--- config.mk ---
export PLATFORM = sky130hd
export DESIGN_NAME = reg_file_wb
export DESIGN_NICKNAME = d
export VERILOG_FILES = /design/src/rtl/reg_file_wb.sv
export SDC_FILE = /design/constraint.sdc
export NUM_CORES = 1
export LEC_CHECK = 0
export ABC_AREA = 1
export CAP_MARGIN = 20
export CELL_PAD_IN_SITES_DETAIL_PLACEMENT = 1
export CELL_PAD_IN_SITES_GLOBAL_PLACEMENT = 2
export CORE_ASPECT_RATIO = 1.25
export CORE_MARGIN = 2
export CORE_UTILIZATION = 34
export DETAILED_ROUTE_END_ITERATION = 10
export HOLD_SLACK_MARGIN = 0.05
export PLACE_DENSITY_LB_ADDON = 0.25
export RECOVER_POWER = 50
export SYNTH_ARGS = -nofsm -noshare
export SYNTH_HDL_FRONTEND = slang
export SYNTH_SLANG_ARGS = --single-unit
--- constraint.sdc ---
create_clock -name clk -period 5.5 [get_ports clk]
set_input_delay 0.55 -clock clk [delete_from_list [all_inputs] [get_ports clk]]
set_output_delay 0.55 -clock clk [all_outputs]
set_load 0.02 [all_outputs]
--- src/rtl/reg_file_wb.sv ---
// 16-entry 2R/1W register file with a one-deep write-back buffer and read bypass.
// Writes commit on the edge after capture; reads are combinational and see the buffered write.
module reg_file_wb #(
  parameter int WIDTH   = 8,
  parameter int ZERO_R0 = 0,
  parameter int CNT_W   = 16
) (
  input  logic             clk,
  input  logic             reset,
  input  logic             RW,
  input  logic [3:0]       DA,
  input  logic [WIDTH-1:0] D_in,
  input  logic [3:0]       AA,
  input  logic [3:0]       BA,
  output logic [WIDTH-1:0] A_data,
  output logic [WIDTH-1:0] B_data,
  output logic             wb_pending,
  output logic [CNT_W-1:0] wr_count
);

  logic [WIDTH-1:0] mem_q [16];
  logic [WIDTH-1:0] mem_d [16];
  logic             wb_vld_q, wb_vld_d;
  logic [3:0]       wb_addr_q, wb_addr_d;
  logic [WIDTH-1:0] wb_dat_q, wb_dat_d;
  logic [CNT_W-1:0] cnt_q, cnt_d;
  logic             drop_r0;

  assign drop_r0 = (ZERO_R0 != 0) && (DA == 4'd0);

  // Old buffer commits on the same edge that captures the new request.
  always_comb begin
    mem_d     = mem_q;
    cnt_d     = cnt_q;
    wb_vld_d  = RW && !drop_r0;
    wb_addr_d = wb_addr_q;
    wb_dat_d  = wb_dat_q;
    if (RW) begin
      wb_addr_d = DA;
      wb_dat_d  = D_in;
    end
    if (wb_vld_q) begin
      mem_d[wb_addr_q] = wb_dat_q;
      if (cnt_q != {CNT_W{1'b1}}) cnt_d = cnt_q + CNT_W'(1);
    end
  end

  always_ff @(posedge clk or posedge reset) begin
    if (reset) begin
      for (int i = 0; i < 16; i++) mem_q[i] <= '0;
      wb_vld_q  <= 1'b0;
      wb_addr_q <= '0;
      wb_dat_q  <= '0;
      cnt_q     <= '0;
    end else begin
      mem_q     <= mem_d;
      wb_vld_q  <= wb_vld_d;
      wb_addr_q <= wb_addr_d;
      wb_dat_q  <= wb_dat_d;
      cnt_q     <= cnt_d;
    end
  end

  // R0 hardwiring takes priority over the bypass.
  always_comb begin
    A_data = mem_q[AA];
    if (wb_vld_q && (wb_addr_q == AA)) A_data = wb_dat_q;
    if ((ZERO_R0 != 0) && (AA == 4'd0)) A_data = '0;
    B_data = mem_q[BA];
    if (wb_vld_q && (wb_addr_q == BA)) B_data = wb_dat_q;
    if ((ZERO_R0 != 0) && (BA == 4'd0)) B_data = '0;
  end

  assign wb_pending = wb_vld_q;
  assign wr_count   = cnt_q;

endmodule
==> results.sh, run 1 <==
export IMPL_ys_seq_elements=157
export IMPL_synth_edf_count=0
export IMPL_drv_cap=1
export IMPL_max_freq_ghz=0.247
export IMPL_firstDrtPassIters=5
export IMPL_hold_buffers=0
export IMPL_setup_ws_ns=1.46
export IMPL_most_common_layout_cells="nand2_1, nand3_1, dfrtp_1"
export IMPL_drt_iter0_drc=671
export IMPL_dpl_cell_area_um2=9900
export IMPL_via_per_inst=5.18
export IMPL_dp_hpwl_um=24900
export IMPL_num_rows=67
export IMPL_ys_warn_count=0
export IMPL_grt_max_degree=95
export IMPL_overflow=0
export IMPL_synthArstFlopShare=1.00
export IMPL_start_util=0.345
export IMPL_r2r_cells=5
export IMPL_fin_crit_ns=4.04
export IMPL_setup_viol=0
export IMPL_post_cts_resized=0
export IMPL_layout_commonest_cell="nand2_1"
export IMPL_numCtsBuffers=17
export IMPL_avgSynthCellArea_um2=6.77
export IMPL_cts_sinks=157
export IMPL_syn_area_um2=9230
export IMPL_clock_path_buffers=2
export IMPL_hold_path_class="reg2reg"
export IMPL_crit_required_ns=4.95
export IMPL_core_um2=26700
export IMPL_crit_type="in2out"
export IMPL_die_x_um=151
export IMPL_tightest_slew_ns=3.05
export IMPL_holdPathStages=2
export IMPL_io_buffers=55
export IMPL_final_max_slew_viol_count=64
export IMPL_nNetsFinal=1394
export IMPL_clk_pin_slew_ns=0.06
export IMPL_cts_setup_buffers=0
export IMPL_grt_pass1_vias=9131
export IMPL_syn_inst=1362
export IMPL_relSlewSlack=-1.05
export IMPL_globalplace_congestion=0.916
export IMPL_skew_ns=0.00917
export IMPL_status="complete, but fails checks"
export IMPL_via_count=8944
export IMPL_grt_pass1_wl_um=56100
export IMPL_cp_start_kind="input port"
export IMPL_utilization=0.391
export IMPL_n_antenna_cell=0
export IMPL_final_layout_size_suffix_gt1_frac=0.0456
export IMPL_ys_seq_area_frac=0.426
export IMPL_area_delta_synth_final_pct=13.4
export IMPL_tns_ns=0
export IMPL_end_kind="primary output"
export IMPL_grt_antenna_before_repair=0
export IMPL_cts_tree="built"
export IMPL_peakVddDrop_mv=0.223
export IMPL_ys_types=27
export IMPL_leakagePower_nw=5.18
export IMPL_arrival_ns=3.49
export IMPL_routedWlPerCell_um=20.8
export IMPL_fill_cells=3440
export IMPL_drc=0
export IMPL_h_tree_depth=4
export IMPL_clock_latency_ns=0.44
export IMPL_powerDensity_nw_per_um2=383
export IMPL_cp_max_fo=11
export IMPL_final_area_um2=10500
export IMPL_post_place_ws_ns=1.55
export IMPL_antenna_left=0
export IMPL_cts_root_buf="clkbuf_16"
export IMPL_dieHeight_um=188
export IMPL_num_io_pins=56
export IMPL_syn_nets=1386
export IMPL_die_area_um2=28500
export IMPL_failed_checks="capacitance limit, slew limit"
export IMPL_grt_use_total=0.267
export IMPL_synth_flop_cell="dfrtp_1"
export IMPL_hold_viol=0
export IMPL_fin_crit_sh=0.735
export IMPL_rsz0062_at_grt="no"
export IMPL_drt_total_wl_um=35900
-- layout make-up --
cell class	count	area (um2)	area share
flip-flops and latches	157	3930	0.376
well taps	345	432	0.0413
multi-input cells	962	4260	0.408
repair buffers	68	651	0.0622
inverters	164	617	0.0590
clock inverters	11	120	0.0115
clock buffers	20	447	0.0427
-- cells in the mapped netlist, drive strengths merged (2+ instances only) --
cell type / count / area, um2
nand2: 522 / 1960
nand3: 238 / 1200
inv: 163 / 612
dfrtp: 157 / 3930
o21ai: 147 / 736
buf: 54 / 317
clkbuf: 25 / 93.8
nor2: 25 / 134
xnor2: 7 / 61.3
xor2: 6 / 52.6
nand4: 4 / 25.0
nor3: 4 / 36.3
o22ai: 4 / 25.0
a21oi: 2 / 10.0
nand3b: 2 / 22.5
-- worst max-delay path, stage by stage --
cell and delay (ns):
clkdlybuf4s50_1 0.86, clkinv_1 0.51, o21ai_0 0.28, a21oi_1 0.08, nand3b_2 0.25, inv_2 0.17, nand2_1 0.10, nand2_1 0.11
clkdlybuf4s50_1 0.56
-- layer usage --
| layer | global-route usage | vias up | routed length (um) |
|---|---|---|---|
| met2 | 0.442 | 218 | 17700 |
| met5 | 0 | - | 0 |
| met1 | 0.344 | 4369 | 15600 |
| met3 | 0.0421 | 61 | 1390 |
| li1 | - | 4296 | - |
| met4 | 0.113 | 0 | 1310 |
-- through the flow --
stage                     hold WS (ns)  power, mW  instances
after floorplan                  0.453       2.41       1362
after global placement           0.466       2.82       1696
after detailed placement         0.473       2.85       1696
after CTS                        0.489       4.04       1727
after global routing             0.509       4.30       1727
final                            0.484       4.01       1727
-- report_power, final --
part	internal [mW]	switching [mW]	leakage [nW]
combinational	0.398	0.780	2.88
sequential	1.46	0.181	2.03
clock	0.676	0.508	0.272
total	2.54	1.47	5.18
-- registers in the layout, summed over array words and instances, names as in the netlist --
signal / count
mem_q: 128
wb_addr_q: 4
wb_dat_q: 8
wb_pending: 1
wr_count: 16
-- kinds of logic (layout without fill, tap and decap cells) --
group / after synthesis / in the layout / synth area share
AO/OA/AOI/OAI: 153 / 153 / 0.0835
adder cells (fa/ha/maj): 1 / 1 / 0.00136
AND/OR/NAND/NOR: 795 / 795 / 0.366
buffers and inverters: 243 / 263 / 0.111
flip-flops: 157 / 157 / 0.426
XOR/XNOR: 13 / 13 / 0.0123
-- final timing paths --
path / from / endpoint / slack [ns]
max: BA[3] / B_data[0] / 1.46
min: mem_q[100] / mem_q[100] / 0.48
max reg2reg: wb_addr_q[0] / mem_q[48] / 3.24
min reg2reg: mem_q[100] / mem_q[100] / 0.48
max in group asynchronous: reset / mem_q[63] / 2.63
min in group asynchronous: reset / mem_q[17] / 1.43
Note: power is estimated with default switching activity, not from simulation.
==> run 2: changes to the inputs <==
==> constraint.sdc (replaced) <==
create_clock -name clk -period 3.9 [get_ports clk]
set_input_delay 0.39 -clock clk [delete_from_list [all_inputs] [get_ports clk]]
set_output_delay 0.39 -clock clk [all_outputs]
set_load 0.02 [all_outputs]
==> run 2 against run 1 <==
The run still ends with capacitance limit, slew limit left. Hold slack worse by 0.0019 ns. Cell count rose by 0.64%. Utilization up 0.36 points. Register-to-register slack worse by 1.4 ns. Combinational power grew 43%. Critical path depth did not move. Non-clock buffer count up 10. Largest power group unchanged. Global-route usage is 0.33 points lower. First-iteration DRC count fell by 31%. Count of clock-buffer cells in the layout shrank 3. Cell area increased by 0.91%. Die area unchanged.
==> results.sh, run 2 (synthesis gave the netlist of run 1 again) <==
export IMPL_top_register="mem_q"
export IMPL_failed_checks="capacitance limit, slew limit"
export IMPL_n_antenna_cell=0
export IMPL_setup_viol=0
export IMPL_drc=0
export IMPL_area_delta_synth_final_pct=14.4
export IMPL_post_place_ws_ns=0.744
export IMPL_via_per_inst=5.17
export IMPL_die_x_um=151
export IMPL_cts_setup_buffers=0
export IMPL_overflow=0
export IMPL_rsz0062_at_grt="no"
export IMPL_crit_type="in2out"
export IMPL_most_common_layout_cells="nand2_1, nand3_1, dfrtp_1"
export IMPL_die_area_um2=28500
export IMPL_crit_required_ns=3.51
export IMPL_cts_tree="built"
export IMPL_fin_crit_sh=0.814
export IMPL_drt_iter0_drc=460
export IMPL_tightest_slew_ns=2.24
export IMPL_drt_total_wl_um=35800
export IMPL_grt_pass1_wl_um=55500
export IMPL_drv_cap=1
export IMPL_cp_start_kind="input port"
export IMPL_io_buffers=55
export IMPL_clock_latency_ns=0.45
export IMPL_via_count=8994
export IMPL_powerDensity_nw_per_um2=540
export IMPL_h_tree_depth=4
export IMPL_nNetsFinal=1404
export IMPL_grt_pass1_vias=9235
export IMPL_startpoint="BA[1]"
export IMPL_leakagePower_nw=5.24
export IMPL_r2r_cells=5
export IMPL_fill_cells=3429
export IMPL_grt_use_total=0.264
export IMPL_final_max_slew_viol_count=158
export IMPL_largest_reg_flops=128
export IMPL_cts_sinks=157
export IMPL_grt_antenna_before_repair=0
export IMPL_antenna_left=0
export IMPL_hold_path_class="reg2reg"
export IMPL_fin_crit_ns=3.17
export IMPL_cp_max_fo=22
export IMPL_ff2ff_setup_slack_ns=1.85
export IMPL_cp_cell_sequence="clkdlybuf4s50_1 -> buf_4 -> o22ai_1 -> nor2_1 -> nand3b_2 -> inv_2 -> nand2_1 -> nand2_1 -> clkdlybuf4s50_1"
export IMPL_globalplace_congestion=0.955
export IMPL_routedWlPerCell_um=20.6
export IMPL_r2r_start="wb_addr_q[0]"
export IMPL_slowest_stage="clkdlybuf4s50_1"
export IMPL_setup_ws_ns=0.725
export IMPL_status="complete, but fails checks"
export IMPL_clk_pin_slew_ns=0.06
export IMPL_max_freq_ghz=0.315
export IMPL_relSlewSlack=-0.494
export IMPL_clock_path_buffers=2
export IMPL_dieHeight_um=188
export IMPL_peakVddDrop_mv=0.286
export IMPL_start_util=0.345
export IMPL_num_rows=67
export IMPL_grt_max_degree=158
export IMPL_cts_root_buf="clkbuf_16"
export IMPL_core_um2=26700
export IMPL_final_layout_size_suffix_gt1_frac=0.0546
export IMPL_tns_ns=0
export IMPL_endpoint="B_data[3]"
export IMPL_hold_buffers=0
export IMPL_arrival_ns=2.78
export IMPL_firstDrtPassIters=5
export IMPL_skew_ns=0.00907
export IMPL_post_cts_resized=0
export IMPL_hold_viol=0
export IMPL_layout_commonest_cell="nand2_1"
export IMPL_num_io_pins=56
export IMPL_dp_hpwl_um=25500
export IMPL_numCtsBuffers=17
export IMPL_reg2reg_to="mem_q[85]"
export IMPL_end_kind="primary output"
export IMPL_slowest_delay_ns=0.62
## run 2: worst min-delay path by stage
stage                           from          to  cells after the start
after floorplan                   RW  wb_pending                      0
after global placement    mem_q[114]  mem_q[114]                      2
after detailed placement  mem_q[114]  mem_q[114]                      2
after CTS                 mem_q[114]  mem_q[114]                      2
after global routing       mem_q[12]   mem_q[12]                      2
final                      mem_q[36]   mem_q[36]                      2
## run 2: routing by layer
layer  up-vias  share of wire  global-route usage
li1       4325              -                   -
met4         0          0.037               0.106
met2       196           0.50               0.453
met1      4415           0.43               0.326
met3        58          0.037              0.0423
met5         -              0                   0
## run 2: worst max-delay path, delay by kind of cell
kind | cells | cell delay (ns)
and+or+nand+nor | 4 | 0.61
buffers and inverters | 4 | 1.65
AOI/OAI and AO/OA | 1 | 0.12
## run 2: power by group
part / internal (mW) / total [mW] / switching [mW]
registers: 2.06 / 2.32 / 0.259
clock network: 0.899 / 1.68 / 0.783
logic: 0.570 / 1.69 / 1.12
## run 2: layout make-up
type | instances | area [um2] | area share
well taps | 345 | 432 | 0.0409
multi-input cells | 962 | 4260 | 0.404
flip-flops and latches | 157 | 3930 | 0.372
clock inverters | 15 | 146 | 0.0139
repair buffers | 78 | 738 | 0.0700
clock buffers | 17 | 425 | 0.0403
inverters | 164 | 619 | 0.0587
## run 2: per-stage QoR
| stage | cells | power, mW | hold WS (ns) | instance area, um2 | utilization |
|---|---|---|---|---|---|
| 2_1_floorplan | 1362 | 3.40 | 0.421 | 9230 | - |
| 3_3_place_gp | 1706 | 3.99 | 0.466 | 10000 | 0.374 |
| 3_5_place_dp | 1706 | 4.05 | 0.473 | 10000 | 0.374 |
| 4_1_cts | 1738 | 5.75 | 0.489 | 10600 | 0.395 |
| 5_1_grt | 1738 | 6.09 | 0.509 | 10600 | 0.395 |
| 6_report | 1738 | 5.70 | 0.483 | 10600 | 0.395 |
